## src/rtl/bsr_block_sched.sv

```systemverilog
// Walks a CSR-of-blocks image (row_ptr, col_idx, weight BRAMs) and streams each
// 8x8 INT8 block as eight tagged 64-bit beats through a 2-entry skid FIFO.
//
// state | meaning
// IDLE  | waiting for start
// RP0   | read row_ptr[0] (first row only)
// RP1   | read row_ptr[r+1]
// CHK   | validate row bounds, pick empty-row skip or first block
// COL   | read col_idx[b]
// BEAT  | issue eight weight reads for block b under FIFO credit
// DRAIN | wait for FIFO empty and no read in flight
// DONE  | one-cycle done (and error) pulse
module bsr_block_sched #(
  parameter int BRAM_ADDR_W = 10,
  parameter int ROW_W       = 16
) (
  input  logic                     clk,
  input  logic                     rst,
  input  logic                     start,
  input  logic [ROW_W-1:0]         num_rows,
  input  logic [ROW_W-1:0]         total_blocks,
  output logic                     busy,
  output logic                     done,
  output logic                     error,
  output logic                     row_ptr_re,
  output logic [BRAM_ADDR_W-1:0]   row_ptr_raddr,
  input  logic [31:0]              row_ptr_rdata,
  output logic                     col_idx_re,
  output logic [BRAM_ADDR_W-1:0]   col_idx_raddr,
  input  logic [15:0]              col_idx_rdata,
  output logic                     wgt_re,
  output logic [BRAM_ADDR_W+2:0]   wgt_raddr,
  input  logic [63:0]              wgt_rdata,
  output logic                     out_valid,
  input  logic                     out_ready,
  output logic [63:0]              out_data,
  output logic [ROW_W-1:0]         out_row,
  output logic [ROW_W-1:0]         out_col,
  output logic [2:0]               out_beat,
  output logic                     out_blk_last,
  output logic                     out_row_last,
  output logic                     out_last
);

  localparam logic [2:0] S_IDLE  = 3'd0;
  localparam logic [2:0] S_RP0   = 3'd1;
  localparam logic [2:0] S_RP1   = 3'd2;
  localparam logic [2:0] S_CHK   = 3'd3;
  localparam logic [2:0] S_COL   = 3'd4;
  localparam logic [2:0] S_BEAT  = 3'd5;
  localparam logic [2:0] S_DRAIN = 3'd6;
  localparam logic [2:0] S_DONE  = 3'd7;

  localparam int TAG_W = 2*ROW_W + 6;

  logic [2:0]       state;
  logic [ROW_W-1:0] nrows_q, tblk_q, r_q, rp_lo_q, rp_hi_q, b_q, col_q;
  logic [2:0]       beat_q;
  logic             lo_pend_q, lo_bad_q, col_fresh_q, fault_q;

  logic             infl_q;
  logic [TAG_W-1:0] infl_tag_q;

  logic [63:0]      fd_q [2];
  logic [TAG_W-1:0] ft_q [2];
  logic             wr_ptr_q, rd_ptr_q;
  logic [1:0]       cnt_q;

  logic [ROW_W-1:0] r_inc, b_inc, rp_word, col_now;
  logic             rp_wide_bad, chk_fault, pop, credit_ok, issue;
  logic             tag_bl, tag_rl, tag_l;
  logic [TAG_W-1:0] head_tag;

  assign r_inc       = r_q + ROW_W'(1);
  assign b_inc       = b_q + ROW_W'(1);
  assign rp_word     = row_ptr_rdata[ROW_W-1:0];
  assign rp_wide_bad = |row_ptr_rdata[31:ROW_W];
  assign col_now     = col_fresh_q ? ROW_W'(col_idx_rdata) : col_q;

  assign chk_fault = lo_bad_q | rp_wide_bad | (rp_word < rp_lo_q) | (rp_word > tblk_q)
                   | ((r_inc == nrows_q) && (rp_word != tblk_q));

  // A popped slot frees this cycle, so it already counts as credit.
  assign pop       = out_valid & out_ready;
  assign credit_ok = ({1'b0, cnt_q} + {2'b00, infl_q}) < (3'd2 + {2'b00, pop});
  assign issue     = (state == S_BEAT) && credit_ok;

  assign tag_bl = (beat_q == 3'd7);
  assign tag_rl = tag_bl && !(b_inc < rp_hi_q);
  assign tag_l  = tag_bl && (b_q == tblk_q - ROW_W'(1));

  assign busy  = (state != S_IDLE);
  assign done  = (state == S_DONE);
  assign error = done & fault_q;

  assign row_ptr_re    = (state == S_RP0) || (state == S_RP1);
  assign row_ptr_raddr = (state == S_RP0) ? r_q[BRAM_ADDR_W-1:0] :
                         (state == S_RP1) ? r_inc[BRAM_ADDR_W-1:0] : '0;
  assign col_idx_re    = (state == S_COL);
  assign col_idx_raddr = col_idx_re ? b_q[BRAM_ADDR_W-1:0] : '0;
  assign wgt_re        = issue;
  assign wgt_raddr     = issue ? {b_q[BRAM_ADDR_W-1:0], beat_q} : '0;

  always_ff @(posedge clk) begin
    if (rst) begin
      state       <= S_IDLE;
      nrows_q     <= '0;
      tblk_q      <= '0;
      r_q         <= '0;
      rp_lo_q     <= '0;
      rp_hi_q     <= '0;
      b_q         <= '0;
      col_q       <= '0;
      beat_q      <= '0;
      lo_pend_q   <= 1'b0;
      lo_bad_q    <= 1'b0;
      col_fresh_q <= 1'b0;
      fault_q     <= 1'b0;
    end else begin
      case (state)
        S_IDLE: begin
          if (start) begin
            nrows_q  <= num_rows;
            tblk_q   <= total_blocks;
            r_q      <= '0;
            fault_q  <= 1'b0;
            lo_bad_q <= 1'b0;
            state    <= (num_rows == '0) ? S_DONE : S_RP0;
          end
        end
        S_RP0: begin
          lo_pend_q <= 1'b1;
          state     <= S_RP1;
        end
        S_RP1: begin
          if (lo_pend_q) begin
            rp_lo_q   <= rp_word;
            lo_bad_q  <= rp_wide_bad;
            lo_pend_q <= 1'b0;
          end
          state <= S_CHK;
        end
        S_CHK: begin
          rp_hi_q <= rp_word;
          if (chk_fault) begin
            fault_q <= 1'b1;
            state   <= S_DRAIN;
          end else if (rp_word == rp_lo_q) begin
            r_q     <= r_inc;
            rp_lo_q <= rp_word;
            state   <= (r_inc == nrows_q) ? S_DRAIN : S_RP1;
          end else begin
            b_q   <= rp_lo_q;
            state <= S_COL;
          end
        end
        S_COL: begin
          col_fresh_q <= 1'b1;
          beat_q      <= '0;
          state       <= S_BEAT;
        end
        S_BEAT: begin
          // col_idx data is only guaranteed the cycle after its read
          col_fresh_q <= 1'b0;
          col_q       <= col_now;
          if (issue) begin
            beat_q <= beat_q + 3'd1;
            if (beat_q == 3'd7) begin
              if (b_inc < rp_hi_q) begin
                b_q   <= b_inc;
                state <= S_COL;
              end else begin
                r_q     <= r_inc;
                rp_lo_q <= rp_hi_q;
                state   <= (r_inc == nrows_q) ? S_DRAIN : S_RP1;
              end
            end
          end
        end
        S_DRAIN: begin
          if (cnt_q == 2'd0 && !infl_q) state <= S_DONE;
        end
        S_DONE:  state <= S_IDLE;
        default: state <= S_IDLE;
      endcase
    end
  end

  always_ff @(posedge clk) begin
    if (rst) begin
      infl_q     <= 1'b0;
      infl_tag_q <= '0;
      wr_ptr_q   <= 1'b0;
      rd_ptr_q   <= 1'b0;
      cnt_q      <= 2'd0;
      for (int i = 0; i < 2; i++) begin
        fd_q[i] <= '0;
        ft_q[i] <= '0;
      end
    end else begin
      infl_q <= issue;
      if (issue) infl_tag_q <= {r_q, col_now, beat_q, tag_bl, tag_rl, tag_l};
      if (infl_q) begin
        fd_q[wr_ptr_q] <= wgt_rdata;
        ft_q[wr_ptr_q] <= infl_tag_q;
        wr_ptr_q       <= ~wr_ptr_q;
      end
      if (pop) rd_ptr_q <= ~rd_ptr_q;
      cnt_q <= cnt_q + {1'b0, infl_q} - {1'b0, pop};
    end
  end

  assign head_tag     = ft_q[rd_ptr_q];
  assign out_valid    = (cnt_q != 2'd0);
  assign out_data     = fd_q[rd_ptr_q];
  assign out_row      = head_tag[TAG_W-1 -: ROW_W];
  assign out_col      = head_tag[ROW_W+5 -: ROW_W];
  assign out_beat     = head_tag[5:3];
  assign out_blk_last = head_tag[2];
  assign out_row_last = head_tag[1];
  assign out_last     = head_tag[0];

endmodule
```

## config.mk

```make
export PLATFORM = sky130hd
export DESIGN_NAME = bsr_block_sched
export DESIGN_NICKNAME = d
export VERILOG_FILES = /design/src/rtl/bsr_block_sched.sv
export SDC_FILE = /design/constraint.sdc
export NUM_CORES = 1
export LEC_CHECK = 0
export CAP_MARGIN = 20
export CORE_AREA = 2 2 250 252
export CTS_CLUSTER_DIAMETER = 50
export DETAILED_ROUTE_END_ITERATION = 16
export DIE_AREA = 0 0 252 254
export PLACE_DENSITY_LB_ADDON = 0.05
export SLEW_MARGIN = 10
export SYNTH_ARGS = -nofsm -noshare
export SYNTH_HDL_FRONTEND = slang
export SYNTH_SLANG_ARGS = --single-unit
```

## constraint.sdc

```tcl
create_clock -name clk -period 6.9 [get_ports clk]
set_clock_uncertainty 0.1 [all_clocks]
set_input_delay 1.38 -clock clk [delete_from_list [all_inputs] [get_ports clk]]
set_output_delay 1.38 -clock clk [all_outputs]
set_load 0.05 [all_outputs]
```

# Word level (Yosys, flattened, before mapping)
# Memories as Yosys holds them, arrays and structs flattened. A register that Yosys moved wholly into a read port is not among the register bits.
# Cells that the tools add are included.
# Widths: inputs -> output; s select.
# word_totals
inputBits,148
word_cells,153
register_bits,165
out_inout_bits,142
n_memories,2
ramBits,204
# mem_list
name,depth,word_bits,rd,rd_ports_with_merged_regs,write_ports,line,rtl
fd_q,2,64,1,1,2,64,logic [63:0] fd_q [2];
ft_q,2,38,1,1,2,65,logic [TAG_W-1:0] ft_q [2];
# classes
n_reduce_logical,31
addsub,8
magnitude_cmp,4
bitwise,8
mux,59
n_eq_ne,23
# ops
op,count
$mux 16,18
$pmux 16 s3,2
$mux 64,1
$reduce_or 64->1,1
$eq 16x16->1,3
$mux 38,1
$reduce_or 38->1,1
$add 16x1->16 const B,2
$lt 16x16->1,2
$pmux 16 s2,1
$mux 10,3
$mux 3,10
$pmux 3 s8,1
$ne 2x2->1 const B,10
$gt 16x16->1,1
$logic_not 16->1,1
$mux 1,16
$ne 16x16->1,1
$reduce_or 16->1,1
$sub 16x1->16 const B,1
$eq 3x3->1 const B,5
$reduce_and 7->1,2
$mux 13,1
$reduce_bool 2->1,6
other kinds (24),42

# Longest topological paths before layout
# depth
depth_word,7
ltp_mapped,19
mapped_depth_nobuf,16

# Least setup slack after synthesis
# Ideal clock, no wire load.
# synth_timing
kind,input to register
from,input rst
to,memory fd_q[0][0] (enable)
path_stages,4
arrival_time_ns,4.255
t_required_ns,6.341
path_slack_ns,2.086
path_cell_list,clkbuf_1 -> clkbuf_1 -> clkbuf_1 -> a21o_1
# synth_rtl
element,line,rtl
from (decl),18,"input logic rst,"
to (decl),64,

# Worst setup path after layout
# layout_timing
from,register b_q[0]
to,register r_q[9]
# layout_between
elab_chain_len,4
# layout_lines
element,line,rtl
from (decl),57,"logic [ROW_W-1:0] nrows_q, tblk_q, r_q, rp_lo_q, rp_hi_q, b_q, col_q;"
from (signal assigned),153,b_q <= rp_lo_q;
from (signal assigned),170,b_q <= b_inc;
$add 16x1->16,75,assign b_inc = b_q + ROW_W'(1);
$lt 16x16->1,169,if (b_inc < rp_hi_q) begin
$ne 2x2->1 (no source line),n/a,
$reduce_and 7->1 (no source line),n/a,
to (signal assigned),149,r_q <= r_inc;
to (signal assigned),173,r_q <= r_inc;
to (decl),57,
# Every way passes these cells.
# A chain may end at the register's enable or synchronous reset.

==> results by group <==
Logic synthesis
  • Synth area leader: edfxtp_1
  • Seq/Total Area, Yosys: 0.5165
  • Dominant synthesized flop cell: edfxtp_1
  • Mapped Cells: 1783
  • Mapped cell area: 0.01829 mm2
  • Post-synth EDFFs: 204
  • Flop and latch count out of synthesis: 370
  • Ys async rst share: 0
  • Ranking of synthesized cells by area: edfxtp_1, dfxtp_1, and2_1
  • Top-area cell type share of the netlist area: 0.3349
  • Ys Warns: 0
  • Syn avg cell area: 10.26 um2
  • Syn_nets: 1987
  • Synth cell types: 61

Flow run
  • Max-Cap Viols: 0

Worst setup path
  • Critical path class: register to register
  • Cell count of the worst reg-to-reg path: 17
  • CP arrival: 5.69 ns
  • RR Startpoint: b_q[0]$_SDFFE_PP0P_
  • Crit-path cells: ha_1 -> nand3_1 -> or2_2 -> nor2_1 -> nand3_1 -> nor2_1 -> xor2_1 -> ha_1 -> nand4_1 -> or3_1 -> o211ai_1 -> o22ai_1 -> nor3_1 -> o21ai_1 -> nor2b_1 -> buf_4 -> a221o_1
  • Worst R2R Setup Slack: 1.58 ns
  • Top fanout value on the critical path: 13
  • Crit path largest cell delay: 0.58 ns
  • Required @ worst endpoint: 7.26 ns
  • Critical path endpoint category: register
  • CP Buf/Inv Count: 1
  • Slowest CP cell: nor3_1
  • Reg2reg end: r_q[9]$_SDFFE_PP0P_
  • Top delay family on crit path: simple AND/OR/NAND/NOR gates
  • Crit start category: register

Floorplanning
  • I/O pin cnt: 290
  • Starting Density: 0.2986
  • Die H: 254 um
  • CORE AREA: 0.06126 mm2
  • Area of the die: 0.06401 mm2
  • FP Rows: 91
  • Die width: 252 um

Power
  • Leakage power: 8.735 nW
  • PD cells: 330.2 mW/mm2
  • P_int: 5.160 mW
  • Switching pwr: 2.715 mW
  • Sw frac: 0.3448
  • Max IR drop VDD: 0.1983 mV
  • Clock group share of total power: 0.362
  • Gate power share: 0.290
  • Flop pwr share: 0.348

STA
  • Worst-Margin Slew: 0.9374 ns
  • Final setup violation count: 0
  • Hold WS: 0.3511 ns
  • Final Hold Fails: 0
  • Highest clock rate: 0.1878 GHz
  • Final period utilization: 0.7717
  • Max_slew headroom: 0.3729
  • RSZ-0062 raised after global routing: false
  • Final Max Tran Viols: 0
  • TNS Setup: 0 ns
  • Final min period: 5.325 ns

Placed design
  • GPL Wtd Cong: 0.8336
  • Placed inst area: 0.02194 mm2
  • Input/output buffers: 289
  • Detailed placer's ending HPWL: 37.56 mm

Clock tree
  • CTS clk-pin slew, worst paths: 0.05 ns
  • CTS tree: yes
  • Clk buf depth: 3
  • Htree depth: 2
  • Cts repair resizes: 0
  • Clk_lat worst skew: 0.59 ns
  • Setup repair bufs after CTS: 0
  • Hold buffer count at CTS: 0
  • TritonCTS Sinks: 370
  • Root Driver: clkbuf_16
  • Total CTS buffers: 55

Finish
  • P&R area growth vs syn: 30.37%
  • # diodes: 0
  • Commonest non-fill, non-tap cell in the layout: clkdlybuf4s50_1
  • Layout cells sized above 1: 0.1189
  • Design Area, Final: 0.02385 mm2
  • Commonest non-fill, non-tap cells in the layout: clkdlybuf4s50_1, and2_1, nand2_1
  • Post-Route Utilization: 0.3894
  • Final nets: 2236

Drt
  • DR vias/cell: 4.776
  • DR vias: 13700
  • Drt drc: 0
  • Initial DRC count: 564
  • Post-route ant nets: 0
  • DR WL/cell: 19.20 um
  • Post-Route WL: 55.05 mm
  • First-pass detailed-route iteration total: 5

Global route
  • GRT Residual Overflow: 0
  • Antenna violations before repair: 2
  • Largest net degree at the start of global routing: 60
  • First-pass GRT wire length: 83.47 mm
  • Number of global-route vias before repair: 13550
  • Global Route Usage Sum: 0.1692

Worst hold path
  • Worst Hold Path EP: col_q[7]$_SDFFE_PP0P_
  • Min-Delay Path Class: register to register
  • Hold Crit Depth: 2
  • Min-delay src: col_q[7]$_SDFFE_PP0P_

Status
  • Status: finished, final reports clean
## worst min-delay path, cell delays in order (launching register included)
cell and delay, ns:
dfxtp_1 0.30, nand2_1 0.05, a21oi_1 0.05
## metal layers
metal	share of wire	routed length (um)	track usage	vias to the layer above
li1	-	-	-	6783
met1	0.47	25630	0.2302	6505
met2	0.46	25150	0.2715	323
met3	0.051	2811	0.03401	86
met4	0.026	1443	0.04987	2
met5	0.00024	13	0	-
## registers in the layout, indices dropped and copies added, names as in the netlist, named ones only
register	cells
fd_q	128
ft_q	76
infl_tag_q	38
b_q	16
col_q	16
nrows_q	16
r_q	16
rp_hi_q	16
rp_lo_q	16
tblk_q	16
beat_q	3
state	3
cnt_q	2
col_fresh_q	1
fault_q	1
infl_q	1
lo_bad_q	1
lo_pend_q	1
rd_ptr_q	1
wr_ptr_q	1
## power groups by stage
stage	clock network (mW)	registers, mW	logic, mW
after detailed placement	0	2.80	2.30
after CTS	2.94	2.75	2.31
after floorplan	0	2.64	1.63
after global routing	3.02	2.77	2.47
after global placement	0	2.79	2.29
final	2.85	2.74	2.28
## synthesized netlist by cell type (all sizes together), types with 9 or more instances
cell / number
and2: 238
nand2: 210
edfxtp: 204
dfxtp: 166
a21oi: 131
mux2: 108
clkbuf: 103
nor2: 78
inv: 64
ha: 56
a211oi: 50
xnor2: 48
nand3: 32
and3: 26
o21ai: 26
nand4: 25
mux2i: 22
nor3: 20
buf: 19
xor2: 19
nor4: 15
a21o: 12
a22oi: 9
nand2b: 9
nor2b: 9
## how the worst max path moves through the flow
stage,slack (ns),end,cells after the start,start
floorplan,2.09,fd_q[0][0]$_SDFFCE_PN0P_,4,rst
global placement,1.55,r_q[0]$_SDFFE_PP0P_,11,row_ptr_rdata[11]
detailed placement,1.49,r_q[0]$_SDFFE_PP0P_,11,row_ptr_rdata[7]
CTS,1.54,r_q[8]$_SDFFE_PP0P_,16,b_q[0]$_SDFFE_PP0P_
global route,1.13,r_q[8]$_SDFFE_PP0P_,17,b_q[0]$_SDFFE_PP0P_
finish,1.58,r_q[9]$_SDFFE_PP0P_,17,b_q[0]$_SDFFE_PP0P_
## area by class of cell
type,instances,area [um2]
fill,6026,37410
tap,790,988.4
timing repair buffer,314,3149
clock buffer,63,1438
clock inverter,40,435.4
inverter,64,240.2
multi-input combinational,1227,8147
sequential,370,9453
## cell families (layout without fill, tap and decap cells)
logic type / after synthesis / in the layout / synth area share
AO/OA/AOI/OAI: 282 / 282 / 0.09774
XOR/XNOR: 68 / 68 / 0.03338
AND/OR/NAND/NOR: 691 / 691 / 0.1957
buffers and inverters: 186 / 481 / 0.03987
adder cells (fa/ha/maj): 56 / 56 / 0.03830
multiplexers: 130 / 130 / 0.07852
flip-flops: 370 / 370 / 0.5165
## metrics by stage
step / cells / power [mW] / setup WS, ns
after floorplan: 1783 / 4.279 / 2.086
after global placement: 2760 / 5.078 / 1.546
after detailed placement: 2762 / 5.094 / 1.488
after CTS: 2865 / 7.997 / 1.542
after global routing: 2868 / 8.263 / 1.134
final: 2868 / 7.875 / 1.575
No activity file was read; power rests on OpenSTA's default activity.
